$ cat src/rtl/muldiv_seq.sv
`default_nettype none
// ============================================================================
// Module   : muldiv_seq
// Purpose  : Multi-cycle MULT/MULTU/DIV/DIVU sequencer with HI/LO registers.
// Revision : 1.0
// ============================================================================
module muldiv_seq #(
    parameter int WIDTH     = 32,
    parameter bit FAST_DIV0 = 1'b1
) (
    input  logic             clk,
    input  logic             rst,
    input  logic             op_valid,
    input  logic [1:0]       op_code,
    input  logic [WIDTH-1:0] op_x,
    input  logic [WIDTH-1:0] op_y,
    input  logic             hi_we,
    input  logic             lo_we,
    input  logic [WIDTH-1:0] wr_data,
    output logic             busy,
    output logic             done,
    output logic             div_by_zero,
    output logic [WIDTH-1:0] hi,
    output logic [WIDTH-1:0] lo
);

    localparam int              c_CW   = (WIDTH > 1) ? $clog2(WIDTH) : 1;
    localparam logic [c_CW-1:0] c_LAST = c_CW'(WIDTH - 1);
    localparam logic [c_CW-1:0] c_ONE  = c_CW'(1);

    typedef enum logic [1:0] {
        S_IDLE = 2'd0,
        S_RUN  = 2'd1,
        S_FIX  = 2'd2
    } state_t;

    state_t            r_state;
    state_t            w_state_nxt;
    logic [c_CW-1:0]   r_cnt;
    logic [WIDTH-1:0]  r_a;       // product high half / partial remainder
    logic [WIDTH-1:0]  r_b;       // product low half + multiplier / dividend -> quotient
    logic [WIDTH-1:0]  r_m;       // multiplicand / divisor magnitude
    logic              r_is_div;
    logic              r_neg_q;
    logic              r_neg_r;
    logic              r_done;
    logic              r_dbz;
    logic [WIDTH-1:0]  r_hi;
    logic [WIDTH-1:0]  r_lo;

    logic              w_is_div;
    logic              w_signed;
    logic              w_x_neg;
    logic              w_y_neg;
    logic              w_y_zero;
    logic              w_fast0;
    logic [WIDTH-1:0]  w_x_abs;
    logic [WIDTH-1:0]  w_y_abs;
    logic [WIDTH:0]    w_sum;
    logic [2*WIDTH-1:0] w_mul_nxt;
    logic [WIDTH:0]    w_trial;
    logic [2*WIDTH-1:0] w_prod_fix;
    logic [WIDTH-1:0]  w_q_fix;
    logic [WIDTH-1:0]  w_r_fix;
    logic [WIDTH-1:0]  w_hi_res;
    logic [WIDTH-1:0]  w_lo_res;

    assign w_is_div = op_code[1];
    assign w_signed = ~op_code[0];
    assign w_x_neg  = w_signed & op_x[WIDTH-1];
    assign w_y_neg  = w_signed & op_y[WIDTH-1];
    assign w_x_abs  = w_x_neg ? -op_x : op_x;
    assign w_y_abs  = w_y_neg ? -op_y : op_y;
    assign w_y_zero = (op_y == '0);
    assign w_fast0  = w_is_div & w_y_zero & FAST_DIV0;

    // Shift-add step: carry out of the add lands in the top bit after the shift.
    assign w_sum     = {1'b0, r_a} + {1'b0, r_m};
    assign w_mul_nxt = r_b[0] ? {w_sum, r_b[WIDTH-1:1]}
                              : {1'b0, r_a, r_b[WIDTH-1:1]};

    // Restoring step: bit WIDTH of the trial difference is set exactly when it went negative.
    assign w_trial = {r_a, r_b[WIDTH-1]} - {1'b0, r_m};

    assign w_prod_fix = r_neg_q ? -{r_a, r_b} : {r_a, r_b};
    assign w_q_fix    = r_neg_q ? -r_b : r_b;
    assign w_r_fix    = r_neg_r ? -r_a : r_a;
    assign w_hi_res   = r_is_div ? w_r_fix : w_prod_fix[2*WIDTH-1:WIDTH];
    assign w_lo_res   = r_is_div ? w_q_fix : w_prod_fix[WIDTH-1:0];

    always_ff @(posedge clk) begin
        if (rst) begin
            r_state <= S_IDLE;
        end else begin
            r_state <= w_state_nxt;
        end
    end

    always_comb begin
        w_state_nxt = r_state;
        case (r_state)
            S_IDLE:  if (op_valid) w_state_nxt = w_fast0 ? S_FIX : S_RUN;
            S_RUN:   if (r_cnt == c_LAST) w_state_nxt = S_FIX;
            S_FIX:   w_state_nxt = S_IDLE;
            default: w_state_nxt = S_IDLE;
        endcase
    end

    always_ff @(posedge clk) begin
        if (rst) begin
            r_cnt    <= '0;
            r_a      <= '0;
            r_b      <= '0;
            r_m      <= '0;
            r_is_div <= 1'b0;
            r_neg_q  <= 1'b0;
            r_neg_r  <= 1'b0;
            r_done   <= 1'b0;
            r_dbz    <= 1'b0;
            r_hi     <= '0;
            r_lo     <= '0;
        end else begin
            r_done <= (r_state == S_FIX);
            case (r_state)
                S_IDLE: begin
                    if (op_valid) begin
                        r_cnt    <= '0;
                        r_dbz    <= w_is_div & w_y_zero;
                        r_is_div <= w_is_div;
                        r_m      <= w_is_div ? w_y_abs : w_x_abs;
                        if (!w_is_div) begin
                            r_a     <= '0;
                            r_b     <= w_y_abs;
                            r_neg_q <= w_x_neg ^ w_y_neg;
                            r_neg_r <= 1'b0;
                        end else if (w_fast0) begin
                            // Preload the divide-by-zero answer so FIX produces HI=x, LO=all ones.
                            r_a     <= w_x_abs;
                            r_b     <= '1;
                            r_neg_q <= 1'b0;
                            r_neg_r <= w_x_neg;
                        end else begin
                            r_a     <= '0;
                            r_b     <= w_x_abs;
                            r_neg_q <= (w_x_neg ^ w_y_neg) & ~w_y_zero;
                            r_neg_r <= w_x_neg;
                        end
                    end else begin
                        if (hi_we) r_hi <= wr_data;
                        if (lo_we) r_lo <= wr_data;
                    end
                end
                S_RUN: begin
                    r_cnt <= r_cnt + c_ONE;
                    if (r_is_div) begin
                        if (!w_trial[WIDTH]) begin
                            r_a <= w_trial[WIDTH-1:0];
                            r_b <= {r_b[WIDTH-2:0], 1'b1};
                        end else begin
                            r_a <= {r_a[WIDTH-2:0], r_b[WIDTH-1]};
                            r_b <= {r_b[WIDTH-2:0], 1'b0};
                        end
                    end else begin
                        {r_a, r_b} <= w_mul_nxt;
                    end
                end
                S_FIX: begin
                    r_hi <= w_hi_res;
                    r_lo <= w_lo_res;
                end
                default: ;
            endcase
        end
    end

    assign busy        = (r_state != S_IDLE);
    assign done        = r_done;
    assign div_by_zero = r_dbz;
    assign hi          = r_hi;
    assign lo          = r_lo;

endmodule
`default_nettype wire

$ cat config.mk
export PLATFORM = sky130hd
export DESIGN_NAME = muldiv_seq
export DESIGN_NICKNAME = d
export VERILOG_FILES = /design/src/rtl/muldiv_seq.sv
export SDC_FILE = /design/constraint.sdc
export NUM_CORES = 1
export LEC_CHECK = 0
export ABC_AREA = 0
export BUFFER_PORTS_ARGS = -buffer_cell sky130_fd_sc_hd__buf_4
export CAP_MARGIN = 5
export CORE_ASPECT_RATIO = 2
export CORE_UTILIZATION = 51
export CTS_CLUSTER_SIZE = 40
export DETAILED_ROUTE_END_ITERATION = 8
export PLACE_DENSITY = 0.74
export SETUP_SLACK_MARGIN = 0.5
export SLEW_MARGIN = 10
export SYNTH_ARGS = -nofsm -noshare
export SYNTH_HDL_FRONTEND = slang
export SYNTH_SLANG_ARGS = --single-unit
$ cat constraint.sdc
create_clock -name clk -period 3.98 [get_ports clk]
set_clock_uncertainty 0.05 [all_clocks]
set_input_delay 0.398 -clock clk [delete_from_list [all_inputs] [get_ports clk]]
set_output_delay 0.398 -clock clk [all_outputs]
set_load 0.02 [all_outputs]
Word level (Yosys, flattened, before mapping)
Cells that the tools add are included.
Widths: inputs -> output; s select.
{"block": "op_classes", "muxes": 36, "n_shift": 0, "reduce_logical": 10, "addsub": 8, "n_mul": 0, "order_cmp": 0, "eq_ne": 8, "bitwise": 7, "div": 0}
{"cell": "$mux 32", "count": 20}
{"cell": "$pmux 32 s2", "count": 4}
{"cell": "$mux 64", "count": 2}
{"cell": "$neg 32->32", "count": 4}
{"cell": "$neg 64->64", "count": 1}
{"cell": "$add 32x32->33", "count": 1}
{"cell": "$sub 33x32->33", "count": 1}
{"cell": "$logic_not 32->1", "count": 1}
{"cell": "$ne 2x2->1 const B", "count": 5}
{"cell": "$pmux 5 s2", "count": 1}
{"cell": "$mux 2", "count": 3}
{"cell": "$reduce_and 2->1", "count": 3}
{"cell": "$reduce_and 3->1", "count": 2}
{"cell": "$reduce_bool 2->1", "count": 3}
{"cell": "$add 5x1->5 const B", "count": 1}
{"cell": "$eq 5x5->1 const B", "count": 1}
{"cell": "$mux 5", "count": 1}
{"cell": "$and 1x1->1", "count": 4}
{"cell": "$mux 1", "count": 4}
{"cell": "$pmux 2 s2", "count": 1}
{"cell": "$eq 2x1->1 const B", "count": 1}
{"cell": "$eq 2x2->1 const B", "count": 1}
{"cell": "$logic_not 2->1", "count": 1}
{"cell": "$not 1->1", "count": 2}
{"cell": "$xor 1x1->1", "count": 1}
{"block": "word_totals", "mem_count": 0, "input_bits": 103, "latchBits": 0, "output_inout_bits": 67, "rom_bits": 0, "mem_bits_rw": 0, "regBits": 172}

Logic depth before layout (Yosys ltp)
{"block": "depth", "depth_word": 7, "mapped_depth": 14, "depth_no_buf": 12}

Worst setup path before layout
Ideal clock, no wire load.
{"block": "synth_path", "path_kind": "reg2reg", "start": "reg r_b[31]", "end": "reg r_a[30]", "period_less_slack_ns": 3.494, "setup_ns": 0.131, "path_slack_ns": 0.486, "path_stages_with_launch": 15, "required_ns": 3.799, "arrival_time_ns": 3.312, "cell_sequence": "dfxtp_1 > inv_1 > ha_1 > fa_1 > nand2b_1 > a21oi_1 > a21oi_1 > o41ai_1 > a311oi_1 > xnor2_2 > buf_2 > buf_2 > nor2_1 > nor4b_1 > o21ai_0"}
{"block": "synth_via", "elab_chain_cells": 4}
{"element": "from (decl)", "line": "41", "text": "logic [WIDTH-1:0] r_b;"}
{"element": "from (signal assigned)", "line": "133", "text": "r_b <= w_y_abs;"}
{"element": "from (signal assigned)", "line": "144", "text": "r_b <= w_x_abs;"}
{"element": "from (signal assigned)", "line": "158", "text": "r_b <= {r_b[WIDTH-2:0], 1'b1};"}
{"element": "$sub 33x32->33", "line": "83", "text": "assign w_trial = {r_a, r_b[WIDTH-1]} - {1'b0, r_m};"}
{"element": "$mux 32", "line": "156", "text": "if (!w_trial[WIDTH]) begin"}
{"element": "$mux 32", "line": "155", "text": "if (r_is_div) begin"}
{"element": "$pmux 32 s2", "line": "124", "text": "case (r_state)"}
{"element": "to (signal assigned)", "line": "157", "text": "r_a <= w_trial[WIDTH-1:0];"}
{"element": "to (signal assigned)", "line": "160", "text": "r_a <= {r_a[WIDTH-2:0], r_b[WIDTH-1]};"}
{"element": "to (signal assigned)", "line": "164", "text": "{r_a, r_b} <= w_mul_nxt;"}
{"element": "to (decl)", "line": "40", "text": "logic [WIDTH-1:0] r_a;"}
No other way between the ends.
A chain may end at the register's enable or synchronous reset.

Worst setup path in the final report
{"block": "layout_path", "start": "reg r_m[25]", "end": "reg r_a[4]"}
{"block": "layout_via", "elab_chain_cells": 4}
{"element": "from (decl)", "line": "42", "text": "logic [WIDTH-1:0] r_m;"}
{"element": "from (signal assigned)", "line": "130", "text": "r_m <= w_is_div ? w_y_abs : w_x_abs;"}
{"element": "$sub 33x32->33", "line": "83"}
{"element": "$mux 32", "line": "156"}
{"element": "$mux 32", "line": "155"}
{"element": "$pmux 32 s2", "line": "124"}
No other way between the ends.

==> impl_results.md <==
* Ys Warns at 0
* Slew @ Worst Pin at 1.09 ns
* Hold_sp: wr_data[22]
* Worst-path maximum fanout at 9
* Drt wl/cell at 26.6 µm
* I/O Buffers at 169
* Max-Cap Viols at 0
* Ports at 170
* Net count reported at finish at 2319
* Worst Setup Start Kind: register
* Arr. time, crit path at 3.66 ns
* Crit path cell chain: inv_1, ha_1, a21o_1, a21o_1, a21oi_1, o22ai_1, a311oi_4, xnor2_4, buf_12, mux2_2, a211oi_1, a211oi_1
* Max incr delay on CP at just under 0.5 ns
* Yosys reg bits at 172
* Rows at slightly below 90
* Pleak at 7.31 nW
* Clk slew on worst S/H paths at approximately 0.08 ns
* Die area at 30700 µm²
* Critical R2R Launch: r_m[25]
* Flop2flop setup slack at 0.58 ns
* Antenna diode count at 0
* Slowest stage cell, crit path: dfxtp_1
* Post-Synth Adder-Cell Area at 6.00%
* Fmax at 0.295 GHz
* Vias/cell at between 6 and 7
* Starting Density at about half
* Routed wire length at 67100 µm
* Iter 0 DRT Violations at 1545
* Fin crit share at 85.3%
* Congestion Overflow GR at 0
* Dpl cell area at between 15000 and 20000 µm²
* Mux contribution to synthesized area at 9.56%
* Top FF cell, synth: dfxtp_1
* Crit path required time at 4.24 ns
* Post-DRT Antenna Nets at 0
* EDFF count, synth at 0
* Worst hold path class: in2reg
* TritonCTS buffer count at 17
* DRC errors left at 0
* Max Slew Vio Count at 0
* Worst setup path startpoint: r_m[25]
* Compound-gate portion of the synthesized area at between 20% and 30%
* Tmin final at 3.40 ns
* Layout cell share with drive strength beyond 1 at 18.1%
* RSZ-0062 raised after global routing: no
* Detailed-route wire length on metal 1 at around 22000 µm
* Buf+Inv Stages, Crit Path at 2
* Post-DP HPWL at about 50000 µm
* Worst VDD drop at 296 µV
* Vias in the first global route at 15948
* Met2 WL post-DR at 32600 µm
* CTS Sinks at 172
* Syn Inst Count at 2010
* Maximum buffer depth of the clock tree at 2
* Min Hold Slack at 0.216 ns
* Max-Slew Margin vs Limit at 26.8%
* GR Util All Layers at approximately 43%
* Initial antenna violation count at 0
* Setup_tns at 0 ns
* Clock root buffer: clkbuf_16
* Met3 wire length at about 4300 µm
* Hold-fix buffers, CTS at 0
* Post-synth ARST share at 0%
* Core region area at between 20000 and 30000 µm²
* Die width at approximately 120 µm
* Largest net degree at the start of global routing at 171
* Largest family of logic cells by synthesized area: compound AO/OA/AOI/OAI gates
* Fin area at 18000 µm²
* Final setup fails at 0
* Outcome: finished, final reports clean
* Xor/xnor share of the synthesized area at 9.75%
* DIE HEIGHT at 247 µm
* Hold Crit Depth at 3
* Worst Setup End Kind: register
* Routability cong. at 1.00
* Syn-to-layout area delta at 17.8%
* Simple-gate share of the synthesized area at 17.9%
* WS Path Type: reg2reg
* First-pass GRT wire length at about 100000 µm
* Count of cell types in the netlist at 86
* Mapped cell area at 15300 µm²
* Uppermost layer routed: met4
* WHS Endpoint: hi[22]
* RR Endpoint: r_a[4]
* Syn_nets at around 2200
* Total number of vias at between 15000 and 20000
* Worst-Skew Late Latency at approximately 0.46 ns
* Kind of cell with the highest combined delay on the critical path: compound AO/OA/AOI/OAI gates
* Seq/Total Area, Yosys at 22.6%
* TritonRoute pass-1 iters at 6
* CTS tree: built
* Final hold vios at 0
* CTS H-tree depth at 4
* FF-to-FF path depth at 12
* Pwr dens at 341 nW/µm²
* Post-synthesis average cell area at 7.59 µm²
## per-stage QoR
step | std cells | setup WS [ns] | total power [mW] | utilization [%]
detailed placement | 2484 | 0.192 | 4.18 | 58.1
finish | 2521 | 0.585 | 6.13 | 61.0
floorplan | 2010 | 0.617 | 3.35 | -
CTS | 2519 | 0.512 | 6.01 | 60.5
global route | 2521 | 0.492 | 6.34 | 61.0
global placement | 2484 | 0.241 | 4.15 | 58.1
## worst max-delay path by stage
stage | to | depth (start not counted)
6_report | r_a[4] | 12
5_1_grt | r_a[31] | 12
4_1_cts | r_a[31] | 12
3_5_place_dp | r_a[10] | 13
3_3_place_gp | r_a[10] | 13
2_1_floorplan | r_a[30] | 13
## synth_stat cells (23+ instances only)
library cell	number	area, µm²
a21oi_1	174	871
inv_1	65	244
a211oi_1	116	871
nor2_1	221	830
nor3_1	39	195
xor2_1	65	569
nand2_1	130	488
xnor2_1	103	902
o21ai_0	105	526
a22oi_1	23	173
clkbuf_1	120	450
dfxtp_1	172	3440
mux2i_1	121	1210
nor2b_1	24	150
nand3_1	29	145
a21o_1	35	263
ha_1	70	876
## final cells by class
class / instances / area (µm²)
Clock inverter: 15 / 218
Inverter: 66 / 248
Multi-Input combinational cell: 1620 / 11100
Timing Repair Buffer: 267 / 2050
Clock buffer: 17 / 425
Tap cell: 364 / 455
Fill cell: 2742 / 11500
Sequential cell: 172 / 3450
## flip-flops by register name, summed over array words and instances (netlist names)
| register | cells |
|---|---|
| hi | 32 |
| lo | 32 |
| r_a | 32 |
| r_b | 32 |
| r_m | 32 |
| r_cnt | 5 |
| r_state | 2 |
| div_by_zero | 1 |
| done | 1 |
| r_is_div | 1 |
| r_neg_q | 1 |
| r_neg_r | 1 |
## worst min-delay path, delay by kind of cell
kind,cells,cell delay [ns]
muxes,1,0.06
buffers and inverters,1,0.09
AOI/OAI and AO/OA,1,0.13
## report_power, final
part           internal [mW]  switching, mW  leakage (nW)
clock                  0.926          0.912         0.309
combinational          0.904           1.42          5.59
sequential              1.83          0.137          1.41
## cells by family after synthesis
logic type | after synthesis
adders and majority gates | 72
xor gates and xnor gates | 169
muxes | 143
DFF | 172
and+or+nand+nor | 577
buffers and inverters | 218
AOI/OAI and AO/OA | 659
## layout by cell type (no fill, tap or decap), types with 65 or more instances in the layout
cell,n
inv_1,65
buf_4,263
xor2_1,65
dfxtp_1,168
nand2_1,129
xnor2_1,103
o21ai_0,104
mux2i_1,121
nor2_1,220
a21oi_1,168
a211oi_1,115
## metal layers
layer,global-route usage [%],vias up
li1,-,7662
met1,42.6,7856
met2,73.6,960
met3,5.63,323
met4,46.0,0
met5,0,-
## timing repair
action                     in CTS  in global routing
buffers inserted                3                  2
setup endpoints to repair      32                 40
gates cloned                    0                  0
gates resized for setup         5                 30
hold endpoints to repair        0                  0
pin swaps                       3                  7
Note: power is estimated with default switching activity, not from simulation.
